**src/rtl/fsm_par_tx.sv**
```systemverilog
// Packet transmitter: frames payload bytes with header and rolling sequence nibbles
// and drives them onto a 16-bit valid/ready bus, with per-frame error injection.
module fsm_par_tx #(
    parameter int unsigned          BUS_SIZE  = 16,
    parameter int unsigned          WORD_SIZE = 4,
    parameter logic [WORD_SIZE-1:0] HEADER    = 'hF
) (
    input  logic                              clk,
    input  logic                              reset,
    input  logic                              enable,
    input  logic [BUS_SIZE-2*WORD_SIZE-1:0]   payload_in,
    input  logic                              payload_valid,
    output logic                              payload_ready,
    input  logic                              inj_seq_err,
    input  logic                              inj_pkg_err,
    output logic [BUS_SIZE-1:0]               bus_data_out,
    output logic                              bus_valid,
    input  logic                              bus_ready,
    output logic [WORD_SIZE-1:0]              seq_cnt,
    output logic [1:0]                        state,
    output logic [7:0]                        frame_cnt
);

    localparam int unsigned WORD_NUM = BUS_SIZE / WORD_SIZE;
    localparam int unsigned PAY_W    = (WORD_NUM - 2) * WORD_SIZE;

    typedef enum logic [1:0] {
        IDLE = 2'b01,
        SEND = 2'b10
    } state_e;

    state_e               state_q;
    logic [BUS_SIZE-1:0]  bus_data_q;
    logic                 bus_valid_q;
    logic [WORD_SIZE-1:0] seq_q;
    logic [7:0]           frame_cnt_q;

    logic [WORD_SIZE-1:0] hdr_d;
    logic [WORD_SIZE-1:0] seq_field_d;
    logic [PAY_W-1:0]     payload_d;
    logic [BUS_SIZE-1:0]  frame_d;
    logic                 xfer;
    logic                 take;

    // In SEND a new byte is only accepted when the current frame leaves this cycle.
    assign payload_ready = !reset && enable && ((state_q == IDLE) || bus_ready);
    assign xfer          = payload_valid && payload_ready;
    assign take          = bus_valid_q && bus_ready;

    // Frame assembly, including the optional header/sequence corruption.
    always_comb begin
        hdr_d       = HEADER;
        seq_field_d = seq_q;
        payload_d   = payload_in;
        if (inj_pkg_err) hdr_d = ~HEADER;
        if (inj_seq_err) seq_field_d = seq_q + WORD_SIZE'(1);
        frame_d     = {hdr_d, payload_d, seq_field_d};
    end

    always_ff @(posedge clk) begin
        if (reset) begin
            state_q     <= IDLE;
            bus_data_q  <= '0;
            bus_valid_q <= 1'b0;
            seq_q       <= '0;
            frame_cnt_q <= '0;
        end else begin
            if (take && (frame_cnt_q != 8'hFF)) frame_cnt_q <= frame_cnt_q + 8'd1;

            // A transfer always refills the frame register; otherwise a take empties it.
            if (xfer) begin
                bus_data_q  <= frame_d;
                bus_valid_q <= 1'b1;
                state_q     <= SEND;
                seq_q       <= seq_q + WORD_SIZE'(1);
            end else if ((state_q == SEND) && bus_ready) begin
                bus_valid_q <= 1'b0;
                state_q     <= IDLE;
            end
        end
    end

    assign bus_data_out = bus_data_q;
    assign bus_valid    = bus_valid_q;
    assign seq_cnt      = seq_q;
    assign state        = state_q;
    assign frame_cnt    = frame_cnt_q;

endmodule
```
**config.mk**
```make
export PLATFORM = sky130hd
export DESIGN_NAME = fsm_par_tx
export DESIGN_NICKNAME = d
export VERILOG_FILES = /design/src/rtl/fsm_par_tx.sv
export SDC_FILE = /design/constraint.sdc
export NUM_CORES = 1
export LEC_CHECK = 0
export CELL_PAD_IN_SITES_DETAIL_PLACEMENT = 0
export CELL_PAD_IN_SITES_GLOBAL_PLACEMENT = 1
export CORE_ASPECT_RATIO = 2
export CORE_MARGIN = 2
export CORE_UTILIZATION = 30
export CTS_CLUSTER_DIAMETER = 80
export DETAILED_ROUTE_END_ITERATION = 7
export GPL_TIMING_DRIVEN = 0
export PLACE_DENSITY_LB_ADDON = 0.2
export SLEW_MARGIN = 15
export SYNTH_ARGS = -nofsm -noshare
export SYNTH_HDL_FRONTEND = slang
export SYNTH_SLANG_ARGS = --single-unit
export TNS_END_PERCENT = 20
```
**constraint.sdc**
```tcl
create_clock -name clk -period 2 [get_ports clk]
set_clock_uncertainty 0.15 [all_clocks]
set_input_delay 0.4 -clock clk [delete_from_list [all_inputs] [get_ports clk]]
set_output_delay 0.4 -clock clk [all_outputs]
set_load 0.05 [all_outputs]
```
==> summary.txt, run 1 <==
Layout fillers = 424
Max Slew Vio Count = 0
Post-route design area = 0.00176 mm²
Largest net degree at the start of global routing = 17
Avg Inst Size Synth = 8.73 µm²
CP required = 1.45 ns
Die height = 93.0 µm
Nets = 204
GRT Overall Usage = 13.4%
Max_slew headroom = 66.2%
CTS Buf Count = 3
Synth Cell Area = 0.00119 mm²
Synth warn = 0
Fin. Hold Viols = 0
Overall power = 1.12 mW
Slowest stage cell, crit path = clkdlybuf4s50_1
CTS max path bufs = 2
Final wirelength = 2840 µm
Final WS setup = 0.0355 ns
Ant. Diodes = 0
Largest stage delay, worst path = 0.80 ns
Max Clock Freq = 0.509 GHz
Routability cong. = 0.749
Post-synthesis sequential area ratio = 45.5%
Place WS = -1.05 ns
Post-route ant nets = 0
I/O pins = 47
Vias in the first global route = 1116
Total number of vias = 1131
CTS tree = done
Mapped Cells = 136
Final Cycle Share = 98.2%
Leakage Power = 0.900 nW
Placed inst area = 0.00171 mm²
CTS H-tree lvls = 1
PwrDens = 637 mW/mm²
Initial antenna violation count = 0
Fin cells = 237
Row count = 32
Arrival @ worst endpoint = 1.41 ns
Placed cells = 233
Area Growth Syn to Fin = 48.5%
Initial Util = 30.9%
DRT Pass-1 Iters = 4
Layout cells sized above 1 = 12.4%
Setup crit start kind = register
Worst-Margin Slew = 0.506 ns
Die Footprint = 0.00451 mm²
Cell Chain, Critical Path = clkdlybuf4s50_1
Final setup fails = 0
Clock tree root driver cell = clkbuf_8
Placeable Area = 0.00384 mm²
Critical path capture point type = primary output
Buf+Inv Stages, Crit Path = 1
Worst skew pair latency = 0.27 ns
Syn nets = 153
WL/cell = 12.0 µm
Max-Cap Viols = 0
Peak VDD IR = 0.467 mV
Worst-path clk slew = 0.09 ns
Port buffer count = 46
Distinct cells, synth = 36
Period minus WS final = 1.96 ns
Crit-path max FO = 2
Critical path class = reg -> out
Vias per cell = 4.77
Hold Path Stages = 2
Class of the worst hold path = reg -> reg
First-pass GRT wire length = 4810 µm
Reg2Reg Depth = 5
First-iteration detailed-routing DRC count = 14
RSZ-0062 raised after global routing = true
Crit path max-delay family = buffers and inverters
GRT Residual Overflow = 0
WP depth = 1
Status = finished clean
Register bit total from synthesis = 27
Dpl hpwl = 2250 µm
DRC viols = 0
# clock sinks = 27
Die width = 48.5 µm
## sequential cells by signal, summed over array words and instances (netlist names)
name          flops
state             2
frame_cnt         8
bus_data_out     13
seq_cnt           4
## kinds of logic (layout without fill, tap and decap cells)
kind of cell / after synthesis / count (layout) / share of synthesized area, %
buf+inv: 13 / 63 / 6.01
compound gates: 28 / 28 / 15.0
flops: 27 / 27 / 45.5
mux: 4 / 4 / 3.79
simple gates: 57 / 57 / 23.9
fa+ha+maj: 2 / 2 / 2.11
xor+xnor: 5 / 5 / 3.69
## power by group
part	switching, mW	leakage [nW]	total (mW)	internal [mW]
Combinational	0.152	0.656	0.240	0.0883
Clock	0.164	0.0228	0.307	0.143
Sequential	0.0172	0.221	0.576	0.559
Total	0.333	0.900	1.12	0.790
## cell usage in the layout, fill, tap and decap left out, types with 4 or more instances in the layout
cell type | netlist | layout
nand2_1 | 25 | 25
dfxtp_1 | 27 | 25
clkdlybuf4s50_1 | 0 | 17
dlygate4sd2_1 | 0 | 15
nor2_1 | 12 | 12
buf_4 | 6 | 10
dlymetal6s2s_1 | 0 | 10
o21ai_0 | 9 | 9
a21oi_1 | 4 | 4
a211oi_1 | 4 | 4
nor3_1 | 4 | 4
## synthesized netlist by cell type
cell type	number	area share, %
a211oi_1	4	2.5
a21oi_1	4	1.7
a31oi_1	2	1.1
and2b_1	1	0.63
and3_1	2	1.1
and3_2	1	0.63
buf_4	6	3.8
clkbuf_1	3	0.95
dfxtp_1	27	46
ha_1	2	2.1
inv_1	3	0.95
inv_2	1	0.32
mux2_4	1	1.3
mux2i_1	3	2.5
nand2_1	25	7.9
nand3_1	2	0.84
nand3_4	1	1.5
nand4_1	3	1.6
nand4_2	1	1.1
nor2_1	12	3.8
nor2b_1	1	0.53
nor3_1	4	1.7
nor3_2	1	0.84
nor4_1	1	0.53
nor4bb_1	1	0.84
o2111a_1	1	0.95
o2111ai_1	1	0.74
o211a_1	1	0.84
o211ai_1	2	1.3
o21ai_0	9	3.8
o21ai_1	2	0.84
o21bai_1	1	0.63
o31ai_1	1	0.63
or2_0	1	0.53
xnor2_1	2	1.5
xor2_1	3	2.2
## worst min-delay path, stage by stage, from the launching register on
cell,delay [ns]
dfxtp_1,0.32
nand2_1,0.05
o21ai_1,0.05
## final cells by class
type	instances	area, µm²	area share [%]
Tap cell	51	63.8	3.62
Inverter	4	17.5	0.994
Timing Repair Buffer	47	464	26.3
Sequential cell	27	543	30.8
Buffer	8	53.8	3.05
Multi-Input combinational cell	96	576	32.6
Clock buffer	4	45.0	2.56
## metrics by stage
stage	utilization (%)	hold WS (ns)	setup TNS [ns]
final	45.9	0.307	0
after global routing	45.9	0.338	-0.00144
after CTS	45.1	0.315	0
after detailed placement	44.6	0.295	-2.17
after global placement	44.6	0.289	-2.14
after floorplan	-	0.328	0
## what timing repair did
| item | in CTS | in global routing |
|---|---|---|
| buffers inserted | 1 | 0 |
| endpoints found under the setup margin | 19 | 19 |
| gates resized for setup | 24 | 13 |
| hold endpoints to repair | 0 | 0 |
| hold buffers | 0 | 0 |
## layer usage
layer / global-route usage [%] / wire length, µm
met5: 0 / 0
met2: 25.3 / 1610
met1: 13.9 / 1060
met3: 2.56 / 121
met4: 6.19 / 46
## final timing paths
kind                     from          endpoint  slack [ns]
min reg2reg   bus_data_out[8]   bus_data_out[8]        0.31
max          bus_data_out[11]  bus_data_out[11]        0.04
max reg2reg      frame_cnt[0]      frame_cnt[5]        0.32
min           bus_data_out[8]   bus_data_out[8]        0.31
(Power assumes the default switching activity.)
==> run 2, diff against run 1 <==
Settings changed: SLEW_MARGIN 15 to unset, TNS_END_PERCENT 20 to 10.
==> results of run 2 <==
Final layout, timing and power as in run 1 (identical DEF).
==> RTL edit 1 (flow settings as in run 2) <==
Reset style: asynchronous (`reset`), changed in one clocked block.
--- a/src/rtl/fsm_par_tx.sv
+++ b/src/rtl/fsm_par_tx.sv
@@ -57,7 +57,7 @@
         frame_d     = {hdr_d, payload_d, seq_field_d};
     end
 
-    always_ff @(posedge clk) begin
+    always_ff @(posedge clk or posedge reset) begin
         if (reset) begin
             state_q     <= IDLE;
             bus_data_q  <= '0;
Formal check against the unedited RTL: differs if reset is asserted again (counterexample within 4 cycles, from zero or initial values and one cycle with reset high); with reset held inactive, the same outputs for 10 cycles.
==> RTL edit 1 against run 2 <==
Final area rose by 6.3%; fmax rose by 1.8%; sequential cell count did not move; synthesized area rose by 11%; sequential share of layout area rose by 5.3 points; wire length rose by 1.1%; worst setup slack improved by 0.035 ns; count of clock-buffer cells in the layout did not move; critical path depth did not move.
Power is not compared: it rests on default switching activity, and its combinational part moved more than twofold at a synthesized area within 25%.
==> RTL edit 1: results (changes against run 2) <==
post-route-drc-count: 0  # unchanged
path_max_fanout: 4  # +2
finish.net_count: 171  # -16%
largest_reg_flops: 13  # unchanged
worstSetupPathType: "reg2out"
clkTransAtPathRegs_ns: 0.09  # about the same
startpoint: "state[0]$_DFFE_PP1P_"
crit_slowest_cell: "dfstp_2"
status: "completed"
clockBufferDepth: 2  # unchanged
antenna_cells: 0  # unchanged
wl_per_cell_um: 13.9  # +16%
cp-endpoint: "state[0]"
grt_pass1_vias: 1031  # -7.6%
io_buffers: 45  # -2.2%
hp-class: "in2reg"
rr_endpoint: "frame_cnt[6]$_DFFE_PP0P_"
clock_latency_ns: 0.27  # about the same
vdd.ir_drop.worst_v: 0.000853
reg2reg_depth: 4  # -1
dr.pass1.iters: 4  # unchanged
grt.total_usage_pct: 12.5  # -0.91 points
grt_pass1_wl_mm: 4.82  # +0.15%
synthTopCellsByArea: "dfrtp_1 (49%), mux2_2 (10%), mux2_4 (6.8%)"
ys_async_sr_fraction_pct: 100  # +100 points
antenna_found_initial: 0  # unchanged
drv_cap: 0  # unchanged
numCtsBuffers: 3  # unchanged
yosys-top-cells-count: "dfrtp_1 (26), mux2_2 (12), nand2_1 (7)"
synth_cell_type_count: 35  # -2.8%
r2r_slack_ns: 0.26  # -0.06 ns
seq_area_frac_synth_pct: 51.1  # +5.6 points
clock-root-buffer: "clkbuf_8"
cpPeakStageDelay_ns: 0.57  # -0.23 ns
vias: 966  # -15%
gp_congestion: 0.777  # +3.8%
drive_gt1_share_pct: 26.8  # +14 points
hpwl_mm: 2.17  # -3.6%
grt_max_degree: 15  # -2
synth.net_count: 119  # -22%
h-tree-depth: 1  # unchanged
cpLargestDelayFamily: "flip-flops"
crit_arrival_ns: 1.38  # -0.03 ns
yosys_warnings: 0  # unchanged
nFillCells: 417  # -1.7%
drtIter0Drc: 5  # -9
reg2reg_from: "frame_cnt[0]$_DFFE_PP0P_"
worstMarginPinSlew_ns: 0.656  # +0.150 ns
leakage_nw: 0.920
==> RTL edit 1: cell count changes in the layout (fill, tap and decap cells not counted), sizes merged, moves of 4 or more <==
| cell | before | now |
|---|---|---|
| dfxtp | 27 | 0 |
| o21ai | 11 | 2 |
| clkdlybuf4s50 | 17 | 13 |
| dlygate4sd2 | 15 | 24 |
| dlymetal6s2s | 10 | 3 |
| xnor2 | 2 | 6 |
| mux2 | 1 | 18 |
| nor2 | 12 | 1 |
| nand2 | 25 | 8 |
| dfrtp | 0 | 26 |
==> RTL edit 1: worst min-delay path by stage <==
stage,from,to,cells past startpoint
after floorplan,reset,bus_data_out[0]$_DFFE_PP0P_,1
after global placement,bus_data_out[7]$_DFFE_PP0P_,bus_data_out[7]$_DFFE_PP0P_,1
after detailed placement,bus_data_out[5]$_DFFE_PP0P_,bus_data_out[5]$_DFFE_PP0P_,1
after CTS,bus_ready,state[1]$_DFFE_PP0P_,4
after global routing,bus_data_out[9]$_DFFE_PP0P_,bus_data_out[9]$_DFFE_PP0P_,1
final,bus_ready,state[1]$_DFFE_PP0P_,4
==> RTL edit 1: final cells by class <==
| type | instances | share of cell area, % |
|---|---|---|
| Multi-Input combinational cell | 65 | 31.4 |
| Timing Repair Buffer | 46 | 22.6 |
| Tap cell | 54 | 3.60 |
| Clock buffer | 4 | 2.40 |
| Timing Repair inverter | 1 | 0.267 |
| Buffer | 6 | 2.60 |
| Inverter | 4 | 1.00 |
| Sequential cell | 27 | 36.1 |
==> RTL edit 1: metrics by stage <==
stage,setup WS [ns],setup TNS (ns),hold WS (ns),cells,cell area [µm²]
final,0.0700,0,0.331,207,1870
after global routing,0.0235,0,0.387,207,1870
after CTS,-0.0813,-0.0813,0.327,207,1860
after detailed placement,-1.05,-1.90,0.348,201,1850
after global placement,-1.03,-1.72,0.343,201,1850
after floorplan,0.0468,0,0.151,102,1330
==> RTL edit 1: metal layers <==
metal	up-vias	global-route usage, %	wire length, µm
met3	6	2.14	113
met1	463	14.1	1160
met5	-	0	0
met2	35	21.9	1540
li1	462	-	-
met4	0	5.82	66
==> RTL edit 1: what timing repair did <==
item | 4_1_cts | 5_1_grt
buffers inserted | 1 | 0
cloned | 1 | 0
gates resized for setup | 33 | 9
setup endpoints to repair | 29 | 5
==> RTL edit 1: kinds of logic after synthesis <==
kind of cell | count (synthesis) | synth area share (%)
AO/OA/AOI/OAI | 12 | 9.07
multiplexers | 19 | 17.8
AND/OR/NAND/NOR | 24 | 10.0
XOR/XNOR | 8 | 5.29
flip-flops | 27 | 51.1
adder cells (fa/ha/maj) | 2 | 1.89
buffers and inverters | 10 | 4.82
==> RTL edit 1: where the power goes <==
group | internal [mW] | switching (mW) | total (mW)
clock network | 0.143 | 0.171 | 0.314
registers | 0.769 | 0.223 | 0.992
logic | 0.618 | 1.23 | 1.85
==> RTL edit 2 (config.mk and constraints of run 2) <==
Without the edit above. Change the parameter `BUS_SIZE` from 16 to 32.
--- a/src/rtl/fsm_par_tx.sv
+++ b/src/rtl/fsm_par_tx.sv
@@ -1,7 +1,7 @@
 // Packet transmitter: frames payload bytes with header and rolling sequence nibbles
 // and drives them onto a 16-bit valid/ready bus, with per-frame error injection.
 module fsm_par_tx #(
-    parameter int unsigned          BUS_SIZE  = 16,
+    parameter int unsigned          BUS_SIZE  = 32,
     parameter int unsigned          WORD_SIZE = 4,
     parameter logic [WORD_SIZE-1:0] HEADER    = 'hF
 ) (
Ports: changed (resized bus_data_out and payload_in); port bits go from 47 to 79. No check against the original RTL was run, so the function may have changed too.
==> RTL edit 2 against run 2 <==
Sequential power increased by 60%; worst setup slack got worse by 0.0050 ns; sequential share of layout area increased by 0.56 points; final cell count increased by 46%; synthesized area increased by 45%; sequential cell count increased by 16; clock power increased by 150%; wire length increased by 57%; total power increased by 86%; global-route usage increased by 1.6 points; final area increased by 56%; critical endpoint is now bus_data_out[21].
==> RTL edit 2: results (changes against run 2) <==
hpwl_mm: 3.19  # +42%
viasPerCell: 4.70  # -1.6%
grt_pass1_vias: 1637  # +47%
cpLargestDelayFamily: "buffers and inverters"
use_met1_pct: 18.3  # +4.3 points
synth.net_count: 235  # +54%
antenna_found_initial: 0  # unchanged
vdd.ir_drop.worst_v: 0.000572  # +23%
h-tree-depth: 2  # +1
io_buffers: 78  # +70%
leakage_nw: 1.64  # +82%
cts_setup_buffers: 0  # -1
drtIter0Drc: 31  # +17
finish.net_count: 319  # +56%
yosys-top-cells-count: "nand2_1 (57), dfxtp_1 (43), nand3_1 (29)"
clkTransAtPathRegs_ns: 0.06  # -0.03 ns
use_met3_pct: 5.37  # +2.8 points
largest_reg_flops: 29  # +16
synth_most_common_cell: "nand2_1"
worstMarginPinSlew_ns: 0.523  # +0.0172 ns
numCtsBuffers: 5  # +2
nFillCells: 546  # +29%
met2_usage_pct: 23.0  # -2.4 points
gp_congestion: 0.687  # -8.2%
status: "completed"
synthTopCellsByArea: "dfxtp_1 (50%), nand2_1 (12%), nand3_1 (8.4%)"
grt.total_usage_pct: 15.0  # +1.6 points
seq_area_frac_synth_pct: 49.9  # +4.3 points
drive_gt1_share_pct: 9.12  # -3.2 points
clock-root-buffer: "clkbuf_16"
grt_pass1_wl_mm: 7.51  # +56%
dr.pass1.iters: 3  # -1
RTL edit 2: cell count changes after synthesis, sizes merged, moves of 2 or more:
cell,run 2,this run
nand3,3,29
mux2i,3,5
nand2,25,57
nor3,5,2
dfxtp,27,43
buf,6,12
o21ai,11,3
RTL edit 2: final timing paths:
kind | end | cells past startpoint | slack [ns] | startpoint
worst min register to register | bus_data_out[18]$_SDFFE_PP0P_ | 2 | 0.30 | bus_data_out[18]$_SDFFE_PP0P_
worst max register to register | frame_cnt[1]$_SDFFE_PP0P_ | 5 | 0.44 | frame_cnt[0]$_SDFFE_PP0P_
worst min-delay path | bus_data_out[18]$_SDFFE_PP0P_ | 2 | 0.30 | bus_data_out[18]$_SDFFE_PP0P_
worst max-delay path | bus_data_out[21] | 1 | 0.03 | bus_data_out[21]$_SDFFE_PP0P_
RTL edit 2: cell families after synthesis:
family                   share of synthesized area, %
multiplexers                                     2.90
AO/OA/AOI/OAI                                    9.20
adder cells (fa/ha/maj)                          1.45
buffers and inverters                            6.01
flip-flops                                       49.9
AND/OR/NAND/NOR                                  27.5
XOR/XNOR                                         3.04
RTL edit 2: cell type report:
| class | count | area share, % |
|---|---|---|
| sequential | 43 | 31.4 |
| timing repair buffer | 78 | 29.6 |
| multi-input combinational | 141 | 27.8 |
| clock buffer | 6 | 4.69 |
| buffer | 14 | 3.24 |
| tap | 61 | 2.78 |
| inverter | 3 | 0.593 |
RTL edit 2: stage by stage:
| step | power [mW] | std cells | util (%) | setup WS (ns) | cell area, µm² |
|---|---|---|---|---|---|
| after floorplan | 1.18 | 202 | - | 0.135 | 1730 |
| after CTS | 2.12 | 346 | 47.7 | -0.0877 | 2680 |
| after detailed placement | 1.36 | 341 | 46.0 | -1.02 | 2580 |
| after global routing | 2.18 | 346 | 48.9 | 0.000518 | 2750 |
| after global placement | 1.36 | 341 | 46.0 | -1.02 | 2580 |
| final | 2.09 | 346 | 48.9 | 0.0305 | 2750 |
RTL edit 2: what timing repair did:
| item | in CTS | in global routing |
|---|---|---|
| endpoints found under the setup margin | 20 | 26 |
| hold endpoints to repair | 0 | 0 |
| gates resized for setup | 25 | 28 |
RTL edit 2: layer usage:
metal	up-vias	routed length [µm]
met5	-	0
met4	0	89
met3	5	372
met2	58	2110
met1	714	1900
li1	848	-
RTL edit 2: power breakdown:
part / internal [mW] / switching (mW)
logic: 0.154 / 0.250
clock network: 0.449 / 0.310
registers: 0.897 / 0.0255
total: 1.50 / 0.586
